==> src/rtl/p2s_rr_scheduler.sv <==
// p2s_rr_scheduler: round-robin arbiter feeding one shared
// MSB-first parallel-to-serial shifter with word framing.
module p2s_rr_scheduler #(
  parameter int   WIDTH    = 2,
  parameter int   N_REQ    = 2,
  parameter logic IDLE_BIT = 1'b0,
  localparam int  GW = (N_REQ > 2) ? $clog2(N_REQ) : 1,
  localparam int  CW = $clog2(WIDTH)
) (
  input  logic               clk_sig,
  input  logic               reset_sig,
  input  logic [N_REQ-1:0]   req_valid,
  input  logic [N_REQ*WIDTH-1:0] req_data,
  output logic [N_REQ-1:0]   req_ready,
  output logic               serial_sig,
  output logic               serial_valid,
  output logic               word_start,
  output logic [GW-1:0]      grant_id,
  output logic               busy
);

  typedef enum logic {
    S_IDLE,
    S_SHIFT
  } state_t;

  localparam logic [CW-1:0] LAST_BIT = CW'(WIDTH - 1);

  state_t           state_q, state_d;
  logic [CW-1:0]    cnt_q, cnt_d;
  logic [WIDTH-1:0] sh_q, sh_d;
  logic [GW-1:0]    last_q, last_d;
  logic [GW-1:0]    gid_q, gid_d;
  logic             sig_q, sig_d;
  logic             sv_q, sv_d;
  logic             ws_q, ws_d;

  logic [GW-1:0]    win;
  logic [GW-1:0]    idx;
  logic             found;
  logic             accept_en;
  logic             accept;
  logic [WIDTH-1:0] word;

  // Rotating search for the first valid requester after last_q.
  always_comb begin
    win   = '0;
    idx   = '0;
    found = 1'b0;
    for (int k = 1; k <= N_REQ; k++) begin
      idx = GW'((int'(last_q) + k) % N_REQ);
      if (!found && req_valid[idx]) begin
        found = 1'b1;
        win   = idx;
      end
    end
  end

  assign accept_en = (state_q == S_IDLE) ||
                     ((state_q == S_SHIFT) && (cnt_q == LAST_BIT));
  assign accept    = accept_en && (|req_valid) && !reset_sig;
  assign req_ready = accept ? (N_REQ'(1) << win) : '0;
  assign word      = req_data[int'(win)*WIDTH +: WIDTH];

  // Next-state: load on accept, shift in SHIFT, drop to IDLE.
  always_comb begin
    state_d = state_q;
    cnt_d   = cnt_q;
    sh_d    = sh_q;
    last_d  = last_q;
    gid_d   = gid_q;
    sig_d   = sig_q;
    sv_d    = sv_q;
    ws_d    = 1'b0;
    if (accept) begin
      state_d = S_SHIFT;
      cnt_d   = '0;
      sh_d    = {word[WIDTH-2:0], 1'b0};
      sig_d   = word[WIDTH-1];
      sv_d    = 1'b1;
      ws_d    = 1'b1;
      last_d  = win;
      gid_d   = win;
    end else if (state_q == S_SHIFT) begin
      if (cnt_q == LAST_BIT) begin
        state_d = S_IDLE;
        cnt_d   = '0;
        sh_d    = '0;
        sig_d   = IDLE_BIT;
        sv_d    = 1'b0;
      end else begin
        cnt_d = cnt_q + 1'b1;
        sh_d  = sh_q << 1;
        sig_d = sh_q[WIDTH-1];
      end
    end
  end

  // State register; synchronous reset wins over everything.
  always_ff @(posedge clk_sig) begin
    if (reset_sig) begin
      state_q <= S_IDLE;
      cnt_q   <= '0;
      sh_q    <= '0;
      last_q  <= GW'(N_REQ - 1);
      gid_q   <= '0;
      sig_q   <= IDLE_BIT;
      sv_q    <= 1'b0;
      ws_q    <= 1'b0;
    end else begin
      state_q <= state_d;
      cnt_q   <= cnt_d;
      sh_q    <= sh_d;
      last_q  <= last_d;
      gid_q   <= gid_d;
      sig_q   <= sig_d;
      sv_q    <= sv_d;
      ws_q    <= ws_d;
    end
  end

  assign serial_sig   = sig_q;
  assign serial_valid = sv_q;
  assign word_start   = ws_q;
  assign grant_id     = gid_q;
  assign busy         = (state_q == S_SHIFT);

endmodule

==> config.mk <==
export PLATFORM = sky130hd
export DESIGN_NAME = p2s_rr_scheduler
export DESIGN_NICKNAME = d
export VERILOG_FILES = /design/src/rtl/p2s_rr_scheduler.sv
export SDC_FILE = /design/constraint.sdc
export NUM_CORES = 1
export LEC_CHECK = 0
export ABC_AREA = 1
export CORE_AREA = 2 2 39 41
export CTS_BUF_LIST = sky130_fd_sc_hd__clkbuf_8
export DETAILED_ROUTE_END_ITERATION = 12
export DIE_AREA = 0 0 41 43
export GPL_TIMING_DRIVEN = 0
export PLACE_DENSITY = 0.56
export SLEW_MARGIN = 0
export SYNTH_ARGS = -nofsm -noshare
export SYNTH_HDL_FRONTEND = slang
export SYNTH_SLANG_ARGS = --single-unit
==> constraint.sdc <==
create_clock -name clk_sig -period 1.2 [get_ports clk_sig]
set_input_delay 0.18 -clock clk_sig [delete_from_list [all_inputs] [get_ports clk_sig]]
set_output_delay 0.18 -clock clk_sig [all_outputs]
set_load 0.02 [all_outputs]
# Word-level counts from Yosys, hierarchy flattened
# Cells that the tools add are included.
[classes]
muxes = 22
n_lt_le_gt_ge = 2
n_reduce_logical = 12
n_bitwise = 1
addsub = 3
n_shift = 2
[ops]
columns = ["operator", "n"]
rows = [
  ["$mux 1", 18],
  ["$mux 2", 4],
  ["$logic_and 1x1->1", 4],
  ["$lt 1x2->1 const B", 2],
  ["$reduce_bool 2->1", 2],
  ["$reduce_or 2->1", 2],
  ["$shiftx 4x3->2", 1],
  ["$add 1x1->1 const B", 3],
  ["$logic_not 1->1", 2],
  ["$reduce_and 2->1", 1],
  ["$shl 1x1->2 const A", 1],
  ["$logic_or 1x1->1", 1],
  ["$not 1->1", 1],
]
[totals]
register_bits = 9
wordCells = 51
input_bits = 8

# Longest topological paths before layout
# Gate-level depths: netlist of the first run.
[logic_depth]
word_depth = 9
ltp_mapped = 8
depth_no_buf = 8

# Worst setup path before layout of the first run
# No wires, ideal clock.
[synth_path]
path_kind = "register -> register"
start = "register state_q, in the netlist busy"
end = "register last_q"
path_slack_ns = 0.048
path_stages_with_launch = 5
path_buffers = 0
arrival_time_ns = 1.019
synth_period_minus_slack_ns = 1.152
setup_time_ns = 0.133
cell_sequence = "dfxtp_1 nand2_4 nand3_2 nor2_1 nor2_1"
[synth_via]
elab_chain_len = 4
elab_cells_between_ends = 5
classes_between = "bitwise (1); reduce/logical (4)"
[synth_rtl]
columns = ["element", "line_no", "text"]
rows = [
  ["from (decl)", "29", "state_t state_q, state_d;"],
  ["from (signal assigned)", "111", "state_q <= state_d;"],
  ["$logic_and 1x1->1 / $not 1->1 (equally long branches)", "60, 59", ""],
  ["$logic_or 1x1->1 *", "59", "assign accept_en = (state_q == S_IDLE) ||"],
  ["$logic_and 1x1->1 * (2 in a row)", "61", "assign accept = accept_en && (|req_valid) && !reset_sig;"],
  ["to (signal assigned)", "105", "last_q <= GW'(N_REQ - 1);"],
  ["to (signal assigned)", "114", "last_q <= last_d;"],
  ["to (decl)", "32", "logic [GW-1:0] last_q, last_d;"],
]
# Mark *: on every way between the ends. The rest lies on a longest branch, timed or not.
# A chain may end at the register's enable or synchronous reset.

# Worst setup path in the final report of the first run
[layout_path]
start = "register cnt_q"
end = "output port req_ready[1]"
[layout_via]
elab_chain_len = 5
[layout_rtl]
columns = ["element", "line_no", "text"]
rows = [
  ["from (decl)", "30", "logic [CW-1:0] cnt_q, cnt_d;"],
  ["from (signal assigned)", "112", "cnt_q <= cnt_d;"],
  ["$logic_and 1x1->1", "60", "((state_q == S_SHIFT) && (cnt_q == LAST_BIT));"],
  ["$logic_or 1x1->1", "59", ""],
  ["$logic_and 1x1->1 (2 in a row)", "61", ""],
  ["$mux 2", "62", "assign req_ready = accept ? (N_REQ'(1) << win) : '0;"],
  ["to (decl)", "14", "output logic [N_REQ-1:0] req_ready,"],
]
# Every way passes these cells.

==> results.json, run 1 <==
{
  "status": "finished, violations left",
  "failed_checks": "setup timing",
  "die_y_um": 43,
  "vdd_ir_drop_max_mv": 0.619,
  "max_freq_mhz": 770,
  "start_kind": "flop",
  "synthToLayoutAreaGrowth_pct": 71.4,
  "p_switching_w": 0.000255,
  "clkTransAtPathRegs_ps": 40,
  "critical_path.startpoint": "cnt_q",
  "synth-seq-area-share": 0.421,
  "ys_warn_count": 0,
  "floorplan.initialDensity": 0.275,
  "yosysUniqueCellTypes": 12,
  "grt_first_pass_wirelength_um": 1520,
  "hold_depth": 2,
  "final.period_utilization": 1.08,
  "rr_worst_depth": 9,
  "r2r_end": "serial_sig",
  "cp_max_fo": 4,
  "finClkSkew_ps": 4.15,
  "cp-end-kind": "output port",
  "ios": 15,
  "final_cell_area_um2": 652,
  "viasPerCell": 4.33,
  "max-clock-path-buffers": 2,
  "hold_viol_final": 0,
  "wl_per_cell_um": 10.3,
  "synth_area_um2": 380,
  "grt_pass1_vias": 377,
  "hold_buffers": 0,
  "layout.nets": 87,
  "hpwlAfterDp_um": 630,
  "drtIter0Drc": 8,
  "die_area_mm2": 0.00176,
  "grt_max_degree": 7,
  "min_to": "serial_valid",
  "antenna_found_initial": 0,
  "synth_fp_nets": 61,
  "r2r-start": "cnt_q",
  "routed_wl_um": 956,
  "final_common_cell": "nand2_1",
  "intPower_w": 0.000617,
  "drv_slew": 0,
  "vias": 403,
  "fp.dieW_um": 41,
  "hold_class": "in2reg",
  "drive_above_1_share": 0.351,
  "crit_chain": "inv_2 -> nand2_4 -> nand2_4 -> nor2_4 -> nand2_2 -> inv_2 -> buf_6",
  "setup_viol": 2,
  "drc_errors": 0,
  "p_per_area_mw_per_mm2": 1340,
  "p_leak_nw": 0.333,
  "slew-limit-headroom": 0.791,
  "grt_use_total": 0.133,
  "worstSetupPathType": "reg2out",
  "fin_crit_ps": 1300,
  "crit_slowest_cell": "dfxtp_2",
  "htreeDepth": 1,
  "max_stage_delay_ps": 320,
  "gr-total-overflow": 0,
  "seqPwrFrac": 0.352,
  "final_util": 0.471,
  "syn-instance-count": 53,
  "ys_ff_latch": 8,
  "rsz0062_at_grt": "yes",
  "core_area_mm2": 0.00138,
  "min_from": "reset_sig",
  "worstSkewPairLatency_ps": 230,
  "cts_tree": "built",
  "clock-sinks": 8,
  "crit_arrival_ps": 1120,
  "num_rows": 14,
  "io_buffers": 14,
  "tightest_slew_ps": 314,
  "postSynthAreaPerCell_um2": 7.18,
  "first_pass_iters": 4,
  "swShare": 0.292,
  "layout_common_cells": "nand2_1, dlygate4sd2_1, buf_4",
  "antenna_left": 0,
  "pwr-share-comb": 0.262,
  "antenna_cells": 0,
  "placed_area_um2": 541,
  "cts_root_buf": "clkbuf_8",
  "gp_congestion": 0.734,
  "critPathRequiredTime_ps": 1020,
  "cap_viol_max_count": 0,
  "pwr-share-clk": 0.386,
  "r2r_setup_slack_ps": 100,
  "numCtsBuffers": 3,
  "setup_slack_ps": -98.6
}
## registers in the layout, indices dropped and copies added (netlist names)
register,flops
cnt_q,1
last_q,1
grant_id,1
serial_sig,1
serial_valid,1
word_start,1
sh_q,1
busy,1
## worst max path at each step
stage,to,slack (ps)
4_1_cts,req_ready[1],-110
2_1_floorplan,last_q,50
3_3_place_gp,req_ready[1],-760
6_report,req_ready[1],-100
3_5_place_dp,req_ready[1],-750
5_1_grt,req_ready[1],-160
## cell type report
type	count	area [µm²]
timing repair buffer	21	185
clock buffer	3	41.3
inverter	10	37.5
multi-input combinational	35	205
tap	16	20.0
fill	148	732
sequential	8	163
## power by group through the flow
stage	logic (W)	clock network (W)	registers, W
final	0.000229	0.000336	0.000307
after global routing	0.000251	0.000353	0.000310
after CTS	0.000205	0.000333	0.000307
after detailed placement	0.000194	0	0.000311
after global placement	0.000192	0	0.000311
after floorplan	0.0000894	0	0.000331
## worst max-delay path, delay by kind of cell, from the launching register on
| kind | cells | cell delay, ps |
|---|---|---|
| simple gates | 4 | 350 |
| flops | 1 | 320 |
| buf+inv | 3 | 200 |
## kinds of logic (layout without fill, tap and decap cells)
group | count (synthesis) | count (layout) | share of synthesized area
flops | 8 | 8 | 0.421
buf+inv | 10 | 34 | 0.0987
simple gates | 29 | 29 | 0.398
compound gates | 6 | 6 | 0.0822
## synthesized netlist by cell type (all sizes together)
cell    n  area share
a21oi   4       0.053
a31oi   1       0.016
dfxtp   8        0.42
inv    10       0.099
nand2  18        0.24
nand3   6       0.092
nor2    5       0.069
o21ai   1       0.013
## metrics by stage
stage | TNS (ps) | setup slack [ps] | total power, W | hold slack [ps] | std cells
after detailed placement | -1900 | -755 | 0.000505 | 467 | 83
final | -180 | -98.6 | 0.000872 | 446 | 93
after floorplan | 0 | 48.1 | 0.000421 | 249 | 53
after CTS | -114 | -114 | 0.000846 | 448 | 89
after global placement | -1950 | -763 | 0.000503 | 459 | 83
after global routing | -281 | -156 | 0.000914 | 468 | 93
## layer usage
layer | track usage | up-vias | routed length (µm)
li1 | - | 216 | -
met1 | 0.154 | 175 | 395
met2 | 0.184 | 7 | 487
met3 | 0.0733 | 5 | 40
met4 | 0.0800 | 0 | 33
met5 | 0 | - | 0
## repair_timing
item | 4_1_cts | 5_1_grt
buffers inserted | 3 | 4
endpoints found under the setup margin | 7 | 2
resized for setup | 27 | 2
cloned | 0 | 0
pin swaps | 2 | 4
No activity file was read; power rests on OpenSTA's default activity.
==> run 2: changes to the inputs <==
Settings changed: PLACE_DENSITY 0.56 to not set, PLACE_DENSITY_LB_ADDON set to 0.25.
==> run 2 against run 1 <==
Global-route usage down 0.96 points; final cell count grew 2.2%; the flow still finishes with violations (setup timing); die area unchanged; core utilization rose by 1.1 points; routed wire length is 2.1% lower; worst hold slack lost 5.1 ps; via count increased by 0.50%; sequential power about the same; sequential share of layout area shrank 0.56 points; clock power hardly changed; clock skew decreased by 2.4 ps; highest routed layer unchanged.
==> results.json, run 2 (same netlist as run 1, synthesis figures left out) <==
{
  "p_leak_nw": 0.340,
  "clkTransAtPathRegs_ps": 40,
  "hold_buffers": 0,
  "gr-total-overflow": 0,
  "multiInputGateArea_um2": 205,
  "drv_slew": 0,
  "core_area_mm2": 0.00138,
  "final_common_cell": "nand2_1",
  "layout.nets": 89,
  "worstSkewPairLatency_ps": 230,
  "hold_slack_ps": 440,
  "fp.dieW_um": 41,
  "register_area_um2": 163,
  "r2r_setup_slack_ps": 90,
  "rsz0062_at_grt": "yes",
  "worstSetupEndpoint": "req_ready[1]",
  "die_area_mm2": 0.00176,
  "vias": 405,
  "setup_viol": 2,
  "fill_cells": 133,
  "status": "finished, violations left",
  "fin_cells": 95,
  "numCtsBuffers": 3,
  "drtIter0Drc": 10,
  "hold_depth": 2,
  "critical_path.startpoint": "cnt_q",
  "io_buffers": 14,
  "setup_slack_ps": -96.1,
  "hold_class": "in2reg",
  "hold_viol_final": 0,
  "worstSetupPathType": "reg2out",
  "grt_first_pass_wirelength_um": 1410,
  "cp_max_fo": 4,
  "critPathRequiredTime_ps": 1020,
  "wl_per_cell_um": 9.85,
  "cts_tree": "built",
  "cap_viol_max_count": 0,
  "grt_max_degree": 7,
  "clock-sinks": 8,
  "antenna_found_initial": 0,
  "hpwlAfterDp_um": 623,
  "slew-limit-headroom": 0.798,
  "cts_root_buf": "clkbuf_8",
  "cp-end-kind": "output port",
  "tightest_slew_ps": 303,
  "failed_checks": "setup timing",
  "gp_congestion": 0.737,
  "antenna_cells": 0,
  "htreeDepth": 1,
  "dp.cells": 83,
  "die_y_um": 43,
  "antenna_left": 0,
  "vdd_ir_drop_max_mv": 0.555,
  "p_per_area_mw_per_mm2": 1320,
  "setup_tns_ps": -187,
  "grt_pass1_vias": 366,
  "max_freq_mhz": 772,
  "fin_crit_ps": 1300,
  "first_pass_iters": 5,
  "r2r-start": "cnt_q",
  "crit_arrival_ps": 1120,
  "finalPower_w": 0.000878,
  "drive_above_1_share": 0.392,
  "synthToLayoutAreaGrowth_pct": 75.3,
  "finClkSkew_ps": 1.78,
  "max-clock-path-buffers": 2,
  "final.period_utilization": 1.08,
  "num_rows": 14,
  "drc_errors": 0,
  "grt_use_total": 0.124,
  "pre_cts_ws_ps": -763,
  "viasPerCell": 4.26,
  "r2r_end": "serial_sig",
  "ios": 15,
  "start_kind": "flop",
  "routed_wl_um": 936,
  "floorplan.initialDensity": 0.275,
  "layout_common_cells": "nand2_1, buf_4, dlygate4sd2_1",
  "rr_worst_depth": 9
}
## run 2: cell count changes in the layout (fill, tap and decap cells not counted)
cell   delta
buf_4     +2
inv_1     -2
inv_2     +2
## run 2: final cells by class
class	count	share of cell area
Sequential cell	8	0.244
Inverter	10	0.0563
Multi-Input combinational cell	35	0.308
Clock buffer	3	0.0619
Timing Repair Buffer	23	0.300
Tap cell	16	0.0300
## run 2: timing repair
| action | in CTS | in global routing |
|---|---|---|
| cloned | 0 | 0 |
| pin swaps | 3 | 4 |
| endpoints found under the setup margin | 7 | 2 |
| resized for setup | 28 | 3 |
| setup buffers | 3 | 6 |
## run 2: worst min path at each step
stage	startpoint	end
after floorplan	reset_sig	busy
after global placement	last_q	last_q
after detailed placement	last_q	last_q
after CTS	reset_sig	sh_q[1]
after global routing	reset_sig	sh_q[1]
final	reset_sig	busy
## run 2: layer usage
metal	wire length, µm	GRT usage
met5	0	0
met4	35	0.100
met3	33	0.0471
met2	448	0.169
met1	418	0.145
## run 2: through the flow
stage | cell area (µm²) | util
finish | 667 | 0.482
global route | 667 | 0.482
floorplan | 380 | -
global placement | 541 | 0.391
CTS | 618 | 0.447
detailed placement | 541 | 0.391
## run 2: worst max-delay path, stage by stage (launching register included)
cell,delay [ps]
dfxtp_2,320
inv_2,50
nand2_4,80
nand2_4,60
nor2_4,130
nand2_2,80
inv_2,50
buf_6,100
## run 2: report_power, final
part / internal, W / total, W / switching, W
combinational: 0.000113 / 0.000238 / 0.000125
sequential: 0.000294 / 0.000308 / 0.0000140
clock: 0.000218 / 0.000333 / 0.000114
total: 0.000625 / 0.000878 / 0.000253
